`config.mk`:
```
export PLATFORM = sky130hd
export DESIGN_NAME = lcd_pio_driver
export DESIGN_NICKNAME = d
export VERILOG_FILES = /design/src/rtl/lcd_pio_pkg.sv /design/src/rtl/lcd_cmd_fifo.sv /design/src/rtl/lcd_pio_driver.sv
export SDC_FILE = /design/constraint.sdc
export NUM_CORES = 1
export LEC_CHECK = 0
export ABC_AREA = 0
export CAP_MARGIN = 25
export CORE_MARGIN = 1
export CORE_UTILIZATION = 51
export CTS_BUF_LIST = sky130_fd_sc_hd__clkbuf_8
export CTS_CLUSTER_DIAMETER = 30
export DETAILED_ROUTE_END_ITERATION = 8
export PLACE_DENSITY = 0.89
export SLEW_MARGIN = 20
export SYNTH_ARGS = -nofsm -noshare
export SYNTH_HDL_FRONTEND = slang
export SYNTH_SLANG_ARGS = --single-unit
```
`constraint.sdc`:
```
create_clock -name i_clk -period 3.8 [get_ports i_clk]
set_clock_uncertainty 0.05 [all_clocks]
set_input_delay 0.95 -clock i_clk [delete_from_list [all_inputs] [get_ports i_clk]]
set_output_delay 0.95 -clock i_clk [all_outputs]
set_load 0.1 [all_outputs]
```
`src/rtl/lcd_pio_pkg.sv`:
```
// Shared types and constants for the LCD PIO consumer: FSM state encoding,
// the buffered command format, write-word field positions, status bit
// positions, the clear/home opcodes and the power-on init sequence.
package lcd_pio_pkg;

  typedef enum logic [2:0] {
    IDLE,
    SETUP,
    PULSE,
    HOLD,
    EXEC,
    INIT_WAIT
  } lcd_state_e;

  typedef struct packed {
    logic       rs;
    logic [7:0] data;
  } lcd_cmd_t;

  // Field positions inside the stored 32-bit word
  localparam int WD_ON_BIT        = 31;
  localparam int WD_CTRL_ONLY_BIT = 30;
  localparam int WD_RS_BIT        = 8;

  // Status word bit positions
  localparam int ST_BUSY_BIT = 0;
  localparam int ST_FULL_BIT = 1;
  localparam int ST_OVF_BIT  = 2;

  // Instructions that need the long execution wait
  localparam logic [7:0] OP_CLEAR    = 8'h01;
  localparam logic [7:0] OP_HOME     = 8'h02;
  localparam logic [7:0] OP_HOME_ALT = 8'h03;

  // Power-on init sequence: 8-bit/2-line, display on, entry mode, clear
  localparam int         INIT_LEN      = 4;
  localparam logic [7:0] INIT_FUNC_SET = 8'h38;
  localparam logic [7:0] INIT_DISP_ON  = 8'h0C;
  localparam logic [7:0] INIT_ENTRY    = 8'h06;
  localparam logic [7:0] INIT_CLEAR    = 8'h01;

  function automatic lcd_cmd_t init_rom(input logic [1:0] idx);
    lcd_cmd_t c;
    c.rs = 1'b0;
    case (idx)
      2'd0:    c.data = INIT_FUNC_SET;
      2'd1:    c.data = INIT_DISP_ON;
      2'd2:    c.data = INIT_ENTRY;
      default: c.data = INIT_CLEAR;
    endcase
    return c;
  endfunction

  function automatic logic is_long_cmd(input lcd_cmd_t c);
    return !c.rs && ((c.data == OP_CLEAR) || (c.data == OP_HOME) ||
                     (c.data == OP_HOME_ALT));
  endfunction

  function automatic int max2(input int a, input int b);
    return (a > b) ? a : b;
  endfunction

endpackage

```
`src/rtl/lcd_cmd_fifo.sv`:
```
// Small synchronous FIFO of LCD commands. Storage is not reset; the
// pointers and the separate occupancy count define which entries are valid.
// A push while full is accepted only when a pop happens in the same cycle.
module lcd_cmd_fifo
  import lcd_pio_pkg::*;
#(
  parameter int DEPTH = 4
) (
  input  logic                     i_clk,
  input  logic                     i_reset,
  input  logic                     i_push,
  input  lcd_cmd_t                 i_push_data,
  input  logic                     i_pop,
  output lcd_cmd_t                 o_head,
  output logic                     o_full,
  output logic                     o_empty,
  output logic [$clog2(DEPTH):0]   o_count
);

  localparam int AW = $clog2(DEPTH);
  localparam int CW = AW + 1;

  lcd_cmd_t        mem [DEPTH];
  logic [AW-1:0]   wr_ptr_q;
  logic [AW-1:0]   rd_ptr_q;
  logic [CW-1:0]   count_q;
  logic            push_ok;
  logic            pop_ok;

  assign o_full  = (count_q == CW'(DEPTH));
  assign o_empty = (count_q == '0);
  assign pop_ok  = i_pop && !o_empty;
  assign push_ok = i_push && (!o_full || pop_ok);
  assign o_head  = mem[rd_ptr_q];
  assign o_count = count_q;

  // Entry storage, written at the tail on an accepted push
  always_ff @(posedge i_clk) begin
    if (push_ok) begin
      mem[wr_ptr_q] <= i_push_data;
    end
  end

  // Pointers wrap naturally because DEPTH is a power of two
  always_ff @(posedge i_clk) begin
    if (!i_reset) begin
      wr_ptr_q <= '0;
      rd_ptr_q <= '0;
      count_q  <= '0;
    end else begin
      if (push_ok) begin
        wr_ptr_q <= wr_ptr_q + AW'(1);
      end
      if (pop_ok) begin
        rd_ptr_q <= rd_ptr_q + AW'(1);
      end
      case ({push_ok, pop_ok})
        2'b10:   count_q <= count_q + CW'(1);
        2'b01:   count_q <= count_q - CW'(1);
        default: count_q <= count_q;
      endcase
    end
  end

endmodule

```
`src/rtl/lcd_pio_driver.sv`:
```
// Consumer of the LCD PIO register: buffers CPU command writes and replays
// them onto HD44780-style pins with setup, enable pulse, hold and execution
// wait. Optional power-on init sequence enabled by LCD_INIT_SEQ_EN.
//
// state     | meaning
// ----------+--------------------------------------------------------
// IDLE      | waiting for a command; issues the next one when present
// SETUP     | RS/DATA driven, EN low, setup time running
// PULSE     | EN high
// HOLD      | EN low, RS/DATA held
// EXEC      | waiting for the LCD to execute (long wait for clear/home)
// INIT_WAIT | power-on delay before the init sequence (optional)
module lcd_pio_driver
  import lcd_pio_pkg::*;
#(
  parameter int FIFO_DEPTH  = 4,
  parameter int T_SETUP_CYC = 2,
  parameter int T_EN_CYC    = 12,
  parameter int T_HOLD_CYC  = 2,
  parameter int T_EXEC_CYC  = 2000,
  parameter int T_CLR_CYC   = 82000,
  parameter int T_PWRUP_CYC = 750000
) (
  input  logic        i_clk,
  input  logic        i_reset,
  input  logic        i_lcd_wr,
  input  logic [31:0] i_lcd_wdata,
  output logic [7:0]  o_lcd_data,
  output logic        o_lcd_rs,
  output logic        o_lcd_rw,
  output logic        o_lcd_en,
  output logic        o_lcd_on,
  output logic [31:0] o_status
);

  localparam int T_MAX = max2(max2(max2(T_SETUP_CYC, T_EN_CYC), max2(T_HOLD_CYC, T_EXEC_CYC)),
                              max2(T_CLR_CYC, T_PWRUP_CYC));
  localparam int CNT_W = (T_MAX > 1) ? $clog2(T_MAX) : 1;
  localparam int FCW   = $clog2(FIFO_DEPTH) + 1;

  localparam logic [CNT_W-1:0] LD_SETUP = CNT_W'(T_SETUP_CYC - 1);
  localparam logic [CNT_W-1:0] LD_EN    = CNT_W'(T_EN_CYC - 1);
  localparam logic [CNT_W-1:0] LD_HOLD  = CNT_W'(T_HOLD_CYC - 1);
  localparam logic [CNT_W-1:0] LD_EXEC  = CNT_W'(T_EXEC_CYC - 1);
  localparam logic [CNT_W-1:0] LD_CLR   = CNT_W'(T_CLR_CYC - 1);
`ifdef LCD_INIT_SEQ_EN
  localparam logic [CNT_W-1:0] LD_PWRUP = CNT_W'(T_PWRUP_CYC - 1);
`endif

  lcd_state_e       state_q, state_d;
  logic [CNT_W-1:0] cnt_q, cnt_d;
  lcd_cmd_t         cmd_q, cmd_d;
  logic             on_q;
  logic             ovf_q;
  logic             start;
  logic             busy;

  logic             wr_cmd;
  logic             wr_ctrl;
  logic             drop;
  lcd_cmd_t         push_cmd;
  lcd_cmd_t         fifo_head;
  logic             fifo_pop;
  logic             fifo_full;
  logic             fifo_empty;
  logic [FCW-1:0]   fifo_count;

  logic             unused_wdata_bits;
  logic             unused_fifo_count;

`ifdef LCD_INIT_SEQ_EN
  logic [2:0]       init_idx_q, init_idx_d;
  logic             init_adv;
  logic             init_pending;

  assign init_pending = (init_idx_q != 3'(INIT_LEN));
  assign init_idx_d   = init_adv ? (init_idx_q + 3'd1) : init_idx_q;
`endif

  assign unused_wdata_bits = ^i_lcd_wdata[29:9];
  assign unused_fifo_count = ^fifo_count;

  assign wr_ctrl       = i_lcd_wr && i_lcd_wdata[WD_CTRL_ONLY_BIT];
  assign wr_cmd        = i_lcd_wr && !i_lcd_wdata[WD_CTRL_ONLY_BIT];
  assign push_cmd.rs   = i_lcd_wdata[WD_RS_BIT];
  assign push_cmd.data = i_lcd_wdata[7:0];
  assign drop          = wr_cmd && fifo_full && !fifo_pop;

  lcd_cmd_fifo #(
    .DEPTH (FIFO_DEPTH)
  ) u_fifo (
    .i_clk       (i_clk),
    .i_reset     (i_reset),
    .i_push      (wr_cmd),
    .i_push_data (push_cmd),
    .i_pop       (fifo_pop),
    .o_head      (fifo_head),
    .o_full      (fifo_full),
    .o_empty     (fifo_empty),
    .o_count     (fifo_count)
  );

  // Backlight latch and sticky overflow flag, updated on every CPU write
  always_ff @(posedge i_clk) begin
    if (!i_reset) begin
      on_q  <= 1'b0;
      ovf_q <= 1'b0;
    end else if (i_lcd_wr) begin
      on_q <= i_lcd_wdata[WD_ON_BIT];
      if (wr_ctrl) begin
        ovf_q <= 1'b0;
      end else if (drop) begin
        ovf_q <= 1'b1;
      end
    end
  end

  // FSM state, shared down-counter and the command driving the pins
  always_ff @(posedge i_clk) begin
    if (!i_reset) begin
`ifdef LCD_INIT_SEQ_EN
      state_q    <= INIT_WAIT;
      cnt_q      <= LD_PWRUP;
      init_idx_q <= '0;
`else
      state_q    <= IDLE;
      cnt_q      <= '0;
`endif
      cmd_q      <= '0;
    end else begin
      state_q    <= state_d;
      cnt_q      <= cnt_d;
      cmd_q      <= cmd_d;
`ifdef LCD_INIT_SEQ_EN
      init_idx_q <= init_idx_d;
`endif
    end
  end

  // Next-state: each timed state reloads the counter on entry and leaves at zero
  always_comb begin
    state_d  = state_q;
    cnt_d    = cnt_q;
    cmd_d    = cmd_q;
    fifo_pop = 1'b0;
    start    = 1'b0;
`ifdef LCD_INIT_SEQ_EN
    init_adv = 1'b0;
`endif
    case (state_q)
      IDLE: begin
`ifdef LCD_INIT_SEQ_EN
        if (init_pending) begin
          cmd_d    = init_rom(init_idx_q[1:0]);
          init_adv = 1'b1;
          start    = 1'b1;
        end else
`endif
        if (!fifo_empty) begin
          fifo_pop = 1'b1;
          cmd_d    = fifo_head;
          start    = 1'b1;
        end
      end
      SETUP: begin
        if (cnt_q == '0) begin
          state_d = PULSE;
          cnt_d   = LD_EN;
        end else begin
          cnt_d = cnt_q - CNT_W'(1);
        end
      end
      PULSE: begin
        if (cnt_q == '0) begin
          state_d = HOLD;
          cnt_d   = LD_HOLD;
        end else begin
          cnt_d = cnt_q - CNT_W'(1);
        end
      end
      HOLD: begin
        if (cnt_q == '0) begin
          state_d = EXEC;
          cnt_d   = is_long_cmd(cmd_q) ? LD_CLR : LD_EXEC;
        end else begin
          cnt_d = cnt_q - CNT_W'(1);
        end
      end
      EXEC: begin
        if (cnt_q == '0) begin
          state_d = IDLE;
        end else begin
          cnt_d = cnt_q - CNT_W'(1);
        end
      end
`ifdef LCD_INIT_SEQ_EN
      INIT_WAIT: begin
        if (cnt_q == '0) begin
          cmd_d    = init_rom(init_idx_q[1:0]);
          init_adv = 1'b1;
          start    = 1'b1;
        end else begin
          cnt_d = cnt_q - CNT_W'(1);
        end
      end
`endif
      default: begin
        state_d = IDLE;
        cnt_d   = '0;
      end
    endcase
    if (start) begin
      state_d = SETUP;
      cnt_d   = LD_SETUP;
    end
  end

`ifdef LCD_INIT_SEQ_EN
  assign busy = (state_q != IDLE) || !fifo_empty || init_pending;
`else
  assign busy = (state_q != IDLE) || !fifo_empty;
`endif

  // Status word assembled from registered state only
  always_comb begin
    o_status              = '0;
    o_status[ST_BUSY_BIT] = busy;
    o_status[ST_FULL_BIT] = fifo_full;
    o_status[ST_OVF_BIT]  = ovf_q;
  end

  assign o_lcd_data = cmd_q.data;
  assign o_lcd_rs   = cmd_q.rs;
  assign o_lcd_rw   = 1'b0;
  assign o_lcd_en   = (state_q == PULSE);
  assign o_lcd_on   = on_q;

endmodule

```
==> out/results.ini <==
[floorplan]
start_util=0.5260
rows=32
die_area_mm2=0.008289
ios=79
coreArea_mm2=0.007687
die_y_um=91.05
die_x_um=91.05

[status]
outcome=completed

[synthesis]
syn-cell-area_mm2=0.004044
synth_area_leaders=edfxtp_1, dfxtp_1, buf_4, mux4_2, nand2_1
synth_edf_count=36
synth_most_common_cell=nand2_1
synth_commonest_cells=nand2_1, dfxtp_1, edfxtp_1, buf_4, nor2_1
syn_area_per_cell_um2=10.37
yosysUniqueCellTypes=68
ys_async_sr_fraction=0
ys_seq_area_frac=0.4703
ys_ff_latch=77
ys_warn_count=0
synth_ff_type=dfxtp_1
netlist.area_leader.share=0.2673
yosysTopAreaCell=edfxtp_1
synthCells=390

[clock_tree]
clk_latency_ps=360
htreeDepth=3
ctsHoldBuffers=0
clock_path_buffers=2
cts_root_buffer=clkbuf_8
cts_resized=0
cts_tree=built
numCtsBuffers=9
post_cts.repair.setup_buffers=0
clkSinkCount=77
path_clk_slew_ps=90

[final_layout]
final_core_util=0.5771
n_antenna_cell=0
area_growth_pct=9.715
drive_above_1_share=0.1226
final_nets=454
fillers=650

[worst_setup_path]
crit_type=flop to flop
endpoint_kind=flop
path_max_fanout=13
crit_chain=or3_1, or2_2, inv_1, ha_1, inv_1, fa_1, xor2_1, or3_1, a21boi_0
cp_top_family=simple AND/OR/NAND/NOR gates
worst-path-buf-inv=2
start_kind=flop
crit_path_top_delay_cell=or3_1
crit_arrival_ps=3410
critPathRequiredTime_ps=4050
max_stage_delay_ps=520

[detailed_routing]
drt_iter0_markers=340
wl_per_cell_um=16.07
drcViolationCount=0
totalWireLength_mm=8.325
vias=2984
ant_nets=0
viasPerCell=5.761
first_pass_iters=7

[sta]
fin_crit_ps=3161
finalSetupTns_ps=0
worst_pin_slew_ps=1008
drv_slew=0
max_slew_margin=0.3256
rsz0062_at_grt=false
fin_crit_sh=0.8317
final-setup-viol-count=0
hold_viol=0
max_freq_mhz=316.4

[grt]
grt_pass1_vias=2805
antenna_found_initial=0
grtUsageTotal=0.2158
grt_overflow=0
grt_pass1_wl_mm=13.85
grt_max_degree=17

[min_path]
min_path_type=flop to flop

[placed_design]
dp.final_hpwl_mm=5.849
gp_congestion=0.9023
port_buffers=27

[job]
drv_cap=0

[worst reg2reg max path: stages, from the launching register on]
cell and delay [ps]:
dfxtp_1 430, or3_1 520, or2_2 440, inv_1 340, ha_1 250, inv_1 60, fa_1 380, xor2_1 160
or3_1 310, a21boi_0 160
[cells in the final DEF, fill, tap and decap left out, types with 4 or more instances in the layout]
| cell type | n |
|---|---|
| o21ai_0 | 15 |
| inv_1 | 11 |
| or3_1 | 4 |
| nor4_1 | 10 |
| inv_6 | 4 |
| ha_1 | 7 |
| nand4_1 | 4 |
| mux4_2 | 9 |
| a211oi_1 | 4 |
| a21o_1 | 4 |
| conb_1 | 30 |
| a21boi_0 | 11 |
| xnor2_1 | 11 |
| a21oi_1 | 11 |
| edfxtp_1 | 36 |
| nand3_1 | 6 |
| nand2_1 | 45 |
| clkdlybuf4s50_1 | 24 |
| nor2_1 | 26 |
| and2_1 | 11 |
| clkbuf_8 | 9 |
| buf_4 | 5 |
| nor3_1 | 12 |
| dfxtp_1 | 41 |
[registers in the layout, summed over array words and instances (netlist names)]
| name | flops |
|---|---|
| u_fifo.o_count | 3 |
| u_fifo.rd_ptr_q | 2 |
| u_fifo.wr_ptr_q | 2 |
| u_fifo.mem | 36 |
| o_lcd_rs | 1 |
| o_lcd_on | 1 |
| cnt_q | 20 |
| ovf_q | 1 |
| o_lcd_data | 8 |
| state_q | 3 |
[kinds of logic after synthesis]
kind of cell	Yosys count	synth area share
xor gates and xnor gates	14	0.03032
DFF	77	0.4703
and+or+nand+nor	146	0.1965
other	1	0.0009273
muxes	12	0.05755
buffers and inverters	60	0.09313
AOI/OAI and AO/OA	72	0.1247
adders and majority gates	8	0.02661
[layout make-up]
class | instances | area, um2 | area share
Sequential cell | 77 | 1902 | 0.4287
Multi-Input combinational cell | 282 | 1874 | 0.4224
Timing Repair Buffer | 30 | 282.8 | 0.06373
Tap cell | 102 | 127.6 | 0.02876
Clock buffer | 9 | 123.9 | 0.02792
Clock inverter | 7 | 85.08 | 0.01918
Inverter | 11 | 41.29 | 0.009306
[metal layers]
layer	track usage	up-vias	share of wire	wire length, um
li1	-	1400	-	-
met1	0.2534	1382	0.38	3193
met2	0.3807	170	0.51	4230
met3	0.04439	32	0.077	644
met4	0.09392	0	0.031	257
met5	0	-	0	0
[metrics by stage]
step / worst slack [ps] / instance area, um2 / cells / hold slack (ps)
2_1_floorplan: 821.2 / 4153 / 419 / 388.0
4_1_cts: 636.0 / 4432 / 517 / 438.8
6_report: 639.5 / 4437 / 518 / 437.5
3_3_place_gp: 756.3 / 4223 / 501 / 413.0
3_5_place_dp: 661.8 / 4223 / 501 / 424.3
5_1_grt: 430.0 / 4437 / 518 / 468.4
[worst paths after layout]
path | start | end | slack [ps] | cells past startpoint
setup / recovery | state_q[1] | u_fifo.o_count[2] | 640 | 9
hold / removal | o_lcd_data[3] | o_lcd_data[3] | 440 | 2
setup reg to reg | state_q[1] | u_fifo.o_count[2] | 640 | 9
hold reg to reg | o_lcd_data[3] | o_lcd_data[3] | 440 | 2
Power is left out: the tool's default activity adds up to more than one toggle a clock period on the data nets, which glitch-free logic cannot reach.
